### config.mk
export PLATFORM = sky130hd
export DESIGN_NAME = load_store_unit_flat
export DESIGN_NICKNAME = d
export VERILOG_FILES = /design/src/rtl/load_store_unit_if.sv /design/src/rtl/load_store_unit.sv /design/src/flat_wrapper.sv
export SDC_FILE = /design/constraint.sdc
export NUM_CORES = 1
export LEC_CHECK = 0
export ABC_CLOCK_PERIOD_IN_PS = 1900
export BUFFER_PORTS_ARGS = -buffer_cell sky130_fd_sc_hd__buf_2
export CORE_MARGIN = 2
export CORE_UTILIZATION = 48
export CTS_CLUSTER_SIZE = 8
export DETAILED_ROUTE_END_ITERATION = 7
export PLACE_DENSITY = 0.81
export SLEW_MARGIN = 20
export SYNTH_ARGS = -nofsm -noshare
export SYNTH_HDL_FRONTEND = slang
export SYNTH_SLANG_ARGS = --single-unit
### constraint.sdc
create_clock -name clk -period 1.9 [get_ports clk]
set_input_delay 0.095 -clock clk [delete_from_list [all_inputs] [get_ports clk]]
set_output_delay 0.095 -clock clk [all_outputs]
set_load 0.01 [all_outputs]
### src/rtl/load_store_unit_if.sv
// Processor request/response and word-memory bus bundle for the load/store unit.
// slave = the LSU itself, master = the processor/memory environment that drives it.
interface load_store_unit_if;
    logic        req_valid;
    logic        req_ready;
    logic        req_we;
    logic [1:0]  req_size;
    logic        req_unsigned;
    logic [31:0] req_addr;
    logic [31:0] req_wdata;
    logic        resp_valid;
    logic [31:0] resp_rdata;
    logic        resp_err;
    logic        mem_en;
    logic        mem_we;
    logic [3:0]  mem_be;
    logic [31:0] mem_addr;
    logic [31:0] mem_wdata;
    logic [31:0] mem_rdata;
    logic        mem_ack;

    modport slave (
        input  req_valid, req_we, req_size, req_unsigned, req_addr, req_wdata,
        input  mem_rdata, mem_ack,
        output req_ready, resp_valid, resp_rdata, resp_err,
        output mem_en, mem_we, mem_be, mem_addr, mem_wdata
    );

    modport master (
        output req_valid, req_we, req_size, req_unsigned, req_addr, req_wdata,
        output mem_rdata, mem_ack,
        input  req_ready, resp_valid, resp_rdata, resp_err,
        input  mem_en, mem_we, mem_be, mem_addr, mem_wdata
    );
endinterface

### src/rtl/load_store_unit.sv
// Load/store unit: maps byte/half/word processor accesses onto a 32-bit word memory bus.
// Optional LSU_MISALIGN_TRAP_EN: trap misaligned half/word requests instead of truncating the address.
module load_store_unit #(
    parameter int TIMEOUT = 16
) (
    input  logic             clk,
    input  logic             rst,
    load_store_unit_if.slave bus
);
    localparam int CW = (TIMEOUT > 1) ? $clog2(TIMEOUT) : 1;
    localparam logic [CW-1:0] CNT_LAST = CW'(TIMEOUT - 1);

    typedef enum logic [1:0] {
        IDLE   = 2'd0,
        ACCESS = 2'd1,
        DONE   = 2'd2
    } state_t;

    state_t        state_q, state_d;
    logic [CW-1:0] cnt_q, cnt_d;
    logic          we_q, we_d;
    logic [1:0]    size_q, size_d;
    logic          uns_q, uns_d;
    logic [1:0]    alo_q, alo_d;
    logic          mem_en_q, mem_en_d;
    logic          mem_we_q, mem_we_d;
    logic [3:0]    mem_be_q, mem_be_d;
    logic [31:0]   mem_addr_q, mem_addr_d;
    logic [31:0]   mem_wdata_q, mem_wdata_d;
    logic          resp_valid_q, resp_valid_d;
    logic          resp_err_q, resp_err_d;
    logic [31:0]   resp_rdata_q, resp_rdata_d;

    logic [7:0]    rd_lane [4];
    logic [3:0]    req_be;
    logic [31:0]   req_rep;
    logic          req_trap;
    logic [7:0]    ld_byte;
    logic [15:0]   ld_half;
    logic [31:0]   load_ext;

    // Per-lane byte enable and store replication; a misaligned half uses addr[1] only.
    genvar gi;
    generate
        for (gi = 0; gi < 4; gi++) begin : g_lane
            assign rd_lane[gi] = bus.mem_rdata[8*gi +: 8];
            assign req_be[gi]  = (bus.req_size == 2'b10) ||
                                 (bus.req_size == 2'b01 && bus.req_addr[1] == 1'(gi / 2)) ||
                                 (bus.req_size == 2'b00 && bus.req_addr[1:0] == 2'(gi));
            assign req_rep[8*gi +: 8] = (bus.req_size == 2'b00) ? bus.req_wdata[7:0] :
                                        (bus.req_size == 2'b01) ? bus.req_wdata[8*(gi%2) +: 8] :
                                                                  bus.req_wdata[8*gi +: 8];
        end
    endgenerate

`ifdef LSU_MISALIGN_TRAP_EN
    assign req_trap = (bus.req_size == 2'b11) ||
                      (bus.req_size == 2'b01 && bus.req_addr[0]) ||
                      (bus.req_size == 2'b10 && bus.req_addr[1:0] != 2'b00);
`else
    assign req_trap = (bus.req_size == 2'b11);
`endif

    assign ld_byte = rd_lane[alo_q];
    assign ld_half = alo_q[1] ? bus.mem_rdata[31:16] : bus.mem_rdata[15:0];

    always_comb begin
        load_ext = bus.mem_rdata;
        case (size_q)
            2'b00:   load_ext = uns_q ? {24'd0, ld_byte} : {{24{ld_byte[7]}}, ld_byte};
            2'b01:   load_ext = uns_q ? {16'd0, ld_half} : {{16{ld_half[15]}}, ld_half};
            default: load_ext = bus.mem_rdata;
        endcase
    end

    // mem_addr_q / mem_wdata_q double as the latched address and store data.
    always_comb begin
        state_d      = state_q;
        cnt_d        = cnt_q;
        we_d         = we_q;
        size_d       = size_q;
        uns_d        = uns_q;
        alo_d        = alo_q;
        mem_en_d     = 1'b0;
        mem_we_d     = 1'b0;
        mem_be_d     = 4'd0;
        mem_addr_d   = 32'd0;
        mem_wdata_d  = 32'd0;
        resp_valid_d = 1'b0;
        resp_err_d   = 1'b0;
        resp_rdata_d = 32'd0;
        case (state_q)
            IDLE: begin
                if (bus.req_valid) begin
                    we_d   = bus.req_we;
                    size_d = bus.req_size;
                    uns_d  = bus.req_unsigned;
                    alo_d  = bus.req_addr[1:0];
                    cnt_d  = '0;
                    if (req_trap) begin
                        state_d      = DONE;
                        resp_valid_d = 1'b1;
                        resp_err_d   = 1'b1;
                    end else begin
                        state_d     = ACCESS;
                        mem_en_d    = 1'b1;
                        mem_we_d    = bus.req_we;
                        mem_be_d    = req_be;
                        mem_addr_d  = {bus.req_addr[31:2], 2'b00};
                        mem_wdata_d = req_rep;
                    end
                end
            end
            ACCESS: begin
                if (bus.mem_ack) begin
                    state_d      = DONE;
                    resp_valid_d = 1'b1;
                    resp_rdata_d = we_q ? 32'd0 : load_ext;
                end else if (cnt_q == CNT_LAST) begin
                    state_d      = DONE;
                    resp_valid_d = 1'b1;
                    resp_err_d   = 1'b1;
                end else begin
                    cnt_d       = cnt_q + 1'b1;
                    mem_en_d    = 1'b1;
                    mem_we_d    = mem_we_q;
                    mem_be_d    = mem_be_q;
                    mem_addr_d  = mem_addr_q;
                    mem_wdata_d = mem_wdata_q;
                end
            end
            DONE:    state_d = IDLE;
            default: state_d = IDLE;
        endcase
    end

    always_ff @(posedge clk) begin
        if (rst) begin
            state_q      <= IDLE;
            cnt_q        <= '0;
            we_q         <= 1'b0;
            size_q       <= 2'b00;
            uns_q        <= 1'b0;
            alo_q        <= 2'b00;
            mem_en_q     <= 1'b0;
            mem_we_q     <= 1'b0;
            mem_be_q     <= 4'd0;
            mem_addr_q   <= 32'd0;
            mem_wdata_q  <= 32'd0;
            resp_valid_q <= 1'b0;
            resp_err_q   <= 1'b0;
            resp_rdata_q <= 32'd0;
        end else begin
            state_q      <= state_d;
            cnt_q        <= cnt_d;
            we_q         <= we_d;
            size_q       <= size_d;
            uns_q        <= uns_d;
            alo_q        <= alo_d;
            mem_en_q     <= mem_en_d;
            mem_we_q     <= mem_we_d;
            mem_be_q     <= mem_be_d;
            mem_addr_q   <= mem_addr_d;
            mem_wdata_q  <= mem_wdata_d;
            resp_valid_q <= resp_valid_d;
            resp_err_q   <= resp_err_d;
            resp_rdata_q <= resp_rdata_d;
        end
    end

    // Ready is masked by rst so it is low while reset is held and high the cycle it drops.
    assign bus.req_ready  = (state_q == IDLE) && !rst;
    assign bus.resp_valid = resp_valid_q;
    assign bus.resp_err   = resp_err_q;
    assign bus.resp_rdata = resp_rdata_q;
    assign bus.mem_en     = mem_en_q;
    assign bus.mem_we     = mem_we_q;
    assign bus.mem_be     = mem_be_q;
    assign bus.mem_addr   = mem_addr_q;
    assign bus.mem_wdata  = mem_wdata_q;
endmodule

### src/flat_wrapper.sv
// flat-port wrapper written by rule: the top's interface ports become plain ports
module load_store_unit_flat 
#(
    parameter int TIMEOUT = 16
)
  (clk, rst, bus_req_valid, bus_req_we, bus_req_size, bus_req_unsigned, bus_req_addr, bus_req_wdata, bus_mem_rdata, bus_mem_ack, bus_req_ready, bus_resp_valid, bus_resp_rdata, bus_resp_err, bus_mem_en, bus_mem_we, bus_mem_be, bus_mem_addr, bus_mem_wdata);
  load_store_unit_if bus_i ();
  input  logic clk;
  input  logic rst;
  input wire logic [$bits(bus_i.req_valid)-1:0] bus_req_valid;
  input wire logic [$bits(bus_i.req_we)-1:0] bus_req_we;
  input wire logic [$bits(bus_i.req_size)-1:0] bus_req_size;
  input wire logic [$bits(bus_i.req_unsigned)-1:0] bus_req_unsigned;
  input wire logic [$bits(bus_i.req_addr)-1:0] bus_req_addr;
  input wire logic [$bits(bus_i.req_wdata)-1:0] bus_req_wdata;
  input wire logic [$bits(bus_i.mem_rdata)-1:0] bus_mem_rdata;
  input wire logic [$bits(bus_i.mem_ack)-1:0] bus_mem_ack;
  output wire logic [$bits(bus_i.req_ready)-1:0] bus_req_ready;
  output wire logic [$bits(bus_i.resp_valid)-1:0] bus_resp_valid;
  output wire logic [$bits(bus_i.resp_rdata)-1:0] bus_resp_rdata;
  output wire logic [$bits(bus_i.resp_err)-1:0] bus_resp_err;
  output wire logic [$bits(bus_i.mem_en)-1:0] bus_mem_en;
  output wire logic [$bits(bus_i.mem_we)-1:0] bus_mem_we;
  output wire logic [$bits(bus_i.mem_be)-1:0] bus_mem_be;
  output wire logic [$bits(bus_i.mem_addr)-1:0] bus_mem_addr;
  output wire logic [$bits(bus_i.mem_wdata)-1:0] bus_mem_wdata;
  assign bus_i.req_valid = bus_req_valid;
  assign bus_i.req_we = bus_req_we;
  assign bus_i.req_size = bus_req_size;
  assign bus_i.req_unsigned = bus_req_unsigned;
  assign bus_i.req_addr = bus_req_addr;
  assign bus_i.req_wdata = bus_req_wdata;
  assign bus_i.mem_rdata = bus_mem_rdata;
  assign bus_i.mem_ack = bus_mem_ack;
  assign bus_req_ready = bus_i.req_ready;
  assign bus_resp_valid = bus_i.resp_valid;
  assign bus_resp_rdata = bus_i.resp_rdata;
  assign bus_resp_err = bus_i.resp_err;
  assign bus_mem_en = bus_i.mem_en;
  assign bus_mem_we = bus_i.mem_we;
  assign bus_mem_be = bus_i.mem_be;
  assign bus_mem_addr = bus_i.mem_addr;
  assign bus_mem_wdata = bus_i.mem_wdata;
  load_store_unit #(.TIMEOUT(TIMEOUT)) u_core (.clk(clk), .rst(rst), .bus(bus_i));
endmodule
* Yosys cells after proc, flatten, opt, wreduce, memory -nomap -nowiden
Cells that the tools add are included.
** Word-level totals
- Word-level logic and storage cells :: 107
- Bits in latches :: 0
- Memories :: 0
- Input port bits :: 104
- Register bits :: 116
- Bits in writable memories :: 0
- Bits in read-only memories :: 0
** Operators by class
- Divide/modulo/power cells :: 0
- Order comparisons :: 1
- Bitwise logic cells :: 4
- Equality and inequality tests :: 13
- Shift operators :: 0
- Multiplexer cells :: 51
- Multipliers :: 0
- Reduce and logical (&&, ||, !) cells :: 23
- $add $sub $neg :: 1
** Operators by type and width (count)
- $mux 32 :: 8
- $pmux 32 s2 :: 3
- $mux 8 :: 7
- $mux 4 :: 7
- $bmux 8 s2 :: 1
- $mux 16 :: 1
- $pmux 4 s2 :: 2
- $mux 1 :: 13
- $eq 2x1->1 const B :: 4
- $eq 2x2->1 const B :: 4
- $logic_not 2->1 :: 4
- $mux 2 :: 4
- $pmux 1 s2 :: 4
- $logic_and 1x1->1 :: 7
- $logic_or 1x1->1 :: 6
- $ne 2x2->1 const B :: 3
- $add 4x1->4 const B :: 1
- $eq 4x4->1 const B :: 1
- $pmux 2 s2 :: 1
- $reduce_and 2->1 :: 2
- $reduce_and 4->1 :: 1
- $reduce_or 4->1 :: 1
- $ge 3x3->1 const B :: 1
- $ne 3x2->1 const B :: 1
- other kinds (4) :: 6

* Longest topological paths before layout
- Depth in word-level cells :: 7
- Depth in mapped cells :: 8
- Mapped depth without buffers :: 5

* Least setup slack after synthesis
Ideal clock, no wire load.
- Path kind :: register to register
- From :: reg u_core.state_q[1]
- To :: reg u_core.mem_addr_q[16] (netlist: u_core.bus.mem_addr[16])
- Slack :: 0.353 ns
- Buffers on the path :: 4
- Arrival time :: 1.482 ns
- Data required time :: 1.835 ns
- Cell stages (with the launch flop) :: 9
- Setup time :: 0.065 ns
- Cells stage by stage :: dfxtp_1 -> buf_6 -> or3b_1 -> buf_2 -> a21oi_4 -> buf_6 -> buf_8 -> a22oi_2 -> nor2_2
** Between the ends
- Longest elaborated chain between the ends :: 2
- Elaborated cells between the ends (all ways) :: 4
- Classes of those cells :: eq/ne: 2; mux: 1; reduce/logical: 1
** RTL lines
- from (decl) :: line load_store_unit.sv:19 : state_t state_q, state_d;
- from (signal assigned) :: line load_store_unit.sv:154 : state_q <= state_d;
- $eq 2x1->1 or $logic_not 2->1 (tied branches) :: line load_store_unit.sv:92 : case (state_q)
- $pmux 32 s2 or $ne 3x2->1 (tied branches)
- to (signal assigned) :: line load_store_unit.sv:163 : mem_addr_q <= mem_addr_d;
- to (decl) :: line load_store_unit.sv:28 : logic [31:0] mem_addr_q, mem_addr_d;
Parallel ways exist; a longest one is shown, timed or not.
A chain may end at the register's enable or synchronous reset.

* Worst setup path in the final report
- From :: reg u_core.state_q[1]
- To :: reg u_core.mem_wdata_q[29] (netlist: u_core.bus.mem_wdata[29])
** Between the ends
- Longest elaborated chain between the ends :: 2
- Elaborated cells between the ends (all ways) :: 4
- Classes of those cells :: eq/ne: 2; mux: 1; reduce/logical: 1
** RTL lines
- $eq 2x1->1 or $logic_not 2->1 (tied branches) :: line load_store_unit.sv:92
- $pmux 32 s2 or $ne 3x2->1 (tied branches)
- to (signal assigned) :: line load_store_unit.sv:164 : mem_wdata_q <= mem_wdata_d;
- to (decl) :: line load_store_unit.sv:29 : logic [31:0] mem_wdata_q, mem_wdata_d;
Parallel ways exist; a longest one is shown, timed or not.

==> key figures <==
Job
  – Max Cap Violations: 0

Yosys
  – Mux share of post-synthesis cell area: 5.81%
  – Unique masters post-synth: 42
  – Syn Inst Count: approximately 540
  – Synth Area in XOR/XNOR: 0.361%
  – Adder-cell area share of the yosys netlist: less than 1%
  – Synth Flop Type: dfxtp_1
  – Post-synth ARST share: 0%
  – Yosys Warn Count: 0
  – Largest family of logic cells by synthesized area: compound AO/OA/AOI/OAI gates
  – Avg Inst Size Synth: 9.00 µm²
  – Yosys reg bits: 114
  – Sequential area share after synthesis: 47.1%
  – Post-Syn Area: around 0.0048 mm²
  – Synth Area in Simple Gates: 19.1%
  – Complex-gate fraction of the synthesized area: 22.3%
  – Synth top area share: 47.1%
  – Synth top area cells: dfxtp_1 47%, a21oi_1 6.6%, a22oi_1 5.7%
  – Number of synthesized flops with an enable pin: 0
  – Cell taking the most area after synthesis: dfxtp_1

Setup path
  – Req. time, crit path: ~2.3 ns
  – Critical Path Start Type: flop
  – Crit. End Element: flop
  – Buffers and inverters on the worst path: 1
  – CP max FO: 24
  – Crit path DAT: about 2.1 ns
  – Worst reg2reg path depth: 5
  – Peak per-stage delay on the critical path: approximately 0.47 ns
  – Worst-path cell chain: or3b_1, buf_4, a21oi_1, o21ai_0, a21oi_1
  – Reg-to-reg endpoint: u_core.bus.mem_wdata[29]$_SDFFE_PP0P_
  – Critical path's slowest cell: or3b_1
  – CP top delay family: compound AO/OA/AOI/OAI gates
  – Most frequent cell on the critical path: a21oi_1
  – R2R Path Start: u_core.state_q[1]$_SDFFE_PP0P_
  – CP Class: flop to flop
  – Worst reg-to-reg setup slack: 0.22 ns

Place
  – Routability cong.: between 0.9 and 1
  – Dpl cells: 847
  – Area post-placement: between 0.005 and 0.006 mm²
  – I/O Buffers: 206
  – HPWL Detailed: 9770 µm

Timing
  – Final period utilization: 88.3%
  – Worst Skew: 0.0122 ns
  – Maximum clock rate: 0.596 GHz
  – Hold Vio Cnt, Final: 0
  – # setup viols final: 0
  – Fin crit period: 1.68 ns
  – Setup TNS: 0 ns
  – Worst slew pin tran: 0.596 ns
  – RSZ-0062 raised after global routing: false
  – Max Slew Vio Count: 0
  – Max_slew headroom: 60.2%

Finish
  – FILL cells: 589
  – Fin area: 0.00753 mm²
  – Most common cell after layout, fill and taps aside: buf_2
  – Final std cells w/o fill: 980
  – Layout cell share with drive strength beyond 1: a little over a third
  – Final Util: 77.1%
  – Area growth syn-to-layout: 55.4%
  – Layout Nets: 938
  – Most frequent cells in the layout: 206 x buf_2, 114 x dfxtp_1, 100 x dlygate4sd3_1, 64 x a21oi_1, 57 x nor2_1

Routing
  – Antenna Nets Post-Route: 0
  – DR vias: 5,412
  – Total Wirelength: around 17,000 µm
  – Mean routed wirelength per cell: around 18 µm
  – DRT iter0 DRCs: approximately 410
  – Vias/cell: 5.52
  – First-pass detailed-route iteration total: 5
  – Residual DRC: 0

Clock network
  – CTS buffer count: 17
  – Worst skew pair latency: 0.51 ns
  – CTS tree: built
  – Reg clk slew, reported paths: 0.06 ns
  – Post-cts sizing count: 0
  – Clock root cell: clkbuf_8
  – CTS H-tree lvls: 4
  – Clk buf depth: 2
  – Post-CTS Hold Buffers: 100
  – Number of setup buffers added after CTS: 0
  – CTS sink cnt: 114

GRT
  – Number of antenna violations at the first check in global routing: 1
  – First-pass GRT wire length: 27,100 µm
  – Largest net degree at the start of global routing: 68
  – Gr usage total: 30.9%
  – Vias in the first global route: 5,454
  – Grt ovf: 0

Worst hold path
  – Hold Startpoint: bus_req_wdata[11]
  – Hold WC Path Type: input pin to flop
  – Hold path depth: 4
  – WHS Endpoint: u_core.bus.mem_wdata[11]$_SDFFE_PP0P_

Floorplan
  – Num ports: 209
  – Die ar.: 0.0109 mm²
  – Vert. Die Dim: 105 µm
  – FP Rows: 36
  – Die W: 105 µm
  – CORE AREA: 0.00977 mm²
  – Initial Utilization: 49.6%

Power
  – PD cells: 858 mW/mm²
  – Pleak: 0.00336 µW
  – Total Power: roughly 6500 µW
  – Peak VDD IR: between 0.0005 and 0.0006 V

Status
  – Status: finished, final reports clean
[cell usage after synthesis (3+ instances only)]
library cell,instances
a211oi_1,3
mux2_2,17
nor3_1,11
nor2_2,10
buf_4,3
o311a_1,8
nand2b_1,19
clkbuf_1,29
nor2_1,57
and2_0,7
buf_2,11
a22oi_2,10
buf_6,3
a2bb2oi_1,8
nor2b_1,25
mux2i_1,9
a22oi_1,37
dfxtp_1,114
o21ai_0,17
nand2_1,41
o2bb2ai_1,4
nand3_1,8
a21oi_1,64
[worst max-delay path by stage]
stage / cells past startpoint / startpoint / slack (ns) / end
floorplan: 8 / u_core.state_q[1]$_SDFFE_PP0P_ / 0.35 / u_core.bus.mem_addr[16]$_SDFFE_PP0P_
global placement: 5 / u_core.state_q[1]$_SDFFE_PP0P_ / 0.38 / u_core.bus.mem_addr[14]$_SDFFE_PP0P_
detailed placement: 5 / u_core.alo_q[0]$_SDFFE_PP0P_ / 0.31 / u_core.bus.resp_rdata[13]$_SDFF_PP0_
CTS: 5 / u_core.alo_q[0]$_SDFFE_PP0P_ / 0.30 / u_core.bus.resp_rdata[13]$_SDFF_PP0_
global route: 4 / u_core.size_q[0]$_SDFFE_PP0P_ / 0.14 / u_core.bus.resp_rdata[0]$_SDFF_PP0_
finish: 5 / u_core.state_q[1]$_SDFFE_PP0P_ / 0.22 / u_core.bus.mem_wdata[29]$_SDFFE_PP0P_
[cells by family (layout without fill, tap and decap cells)]
family | count (synthesis) | after routing
xor+xnor | 2 | 2
flops | 114 | 114
simple gates | 188 | 188
fa+ha+maj | 1 | 1
other cells | 1 | 3
compound gates | 157 | 157
mux | 26 | 26
buf+inv | 50 | 356
[flip-flops by register name, summed over array words and instances, names as in the netlist, 2 cells and up]
signal / cells
u_core.alo_q: 2
u_core.bus.mem_addr: 30
u_core.bus.mem_be: 4
u_core.bus.mem_wdata: 32
u_core.bus.resp_rdata: 32
u_core.cnt_q: 4
u_core.size_q: 2
u_core.state_q: 2
[per-stage QoR]
step / worst slack (ns) / hold slack (ns)
floorplan: 0.353 / 0.231
global route: 0.143 / 0.0439
global placement: 0.384 / 0.341
detailed placement: 0.311 / 0.346
finish: 0.222 / 0.0276
CTS: 0.302 / 0.00972
[layout make-up]
cell class | instances | area, µm² | share of cell area, %
inverters | 2 | 7.51 | 0.0997
repair buffers | 322 | 2200 | 29.2
diodes | 1 | 2.50 | 0.0332
well taps | 133 | 166 | 2.21
clock buffers | 19 | 442 | 5.86
clock inverters | 13 | 105 | 1.40
flip-flops and latches | 114 | 2280 | 30.3
multi-input cells | 376 | 2320 | 30.9
[report_power, final]
group / total, µW / switching [µW] / leakage (µW) / internal, µW
logic: 1020 / 521 / 0.00218 / 496
registers: 2550 / 65.5 / 0.000927 / 2480
clock network: 2900 / 1210 / 0.000251 / 1690
[metal layers]
layer	vias to the layer above	global-route usage, %	share of wire, %
met5	-	0	0
li1	2483	-	-
met3	72	8.15	8.1
met2	342	52.0	49
met1	2515	35.1	39
met4	0	18.1	4.4
[worst reg2reg max path, cell delays in order (launching register included)]
cell     delay [ns]
dfxtp_1        0.40
or3b_1         0.47
buf_4          0.25
a21oi_1        0.20
o21ai_0        0.12
a21oi_1        0.17
No activity file was read; power rests on OpenSTA's default activity.
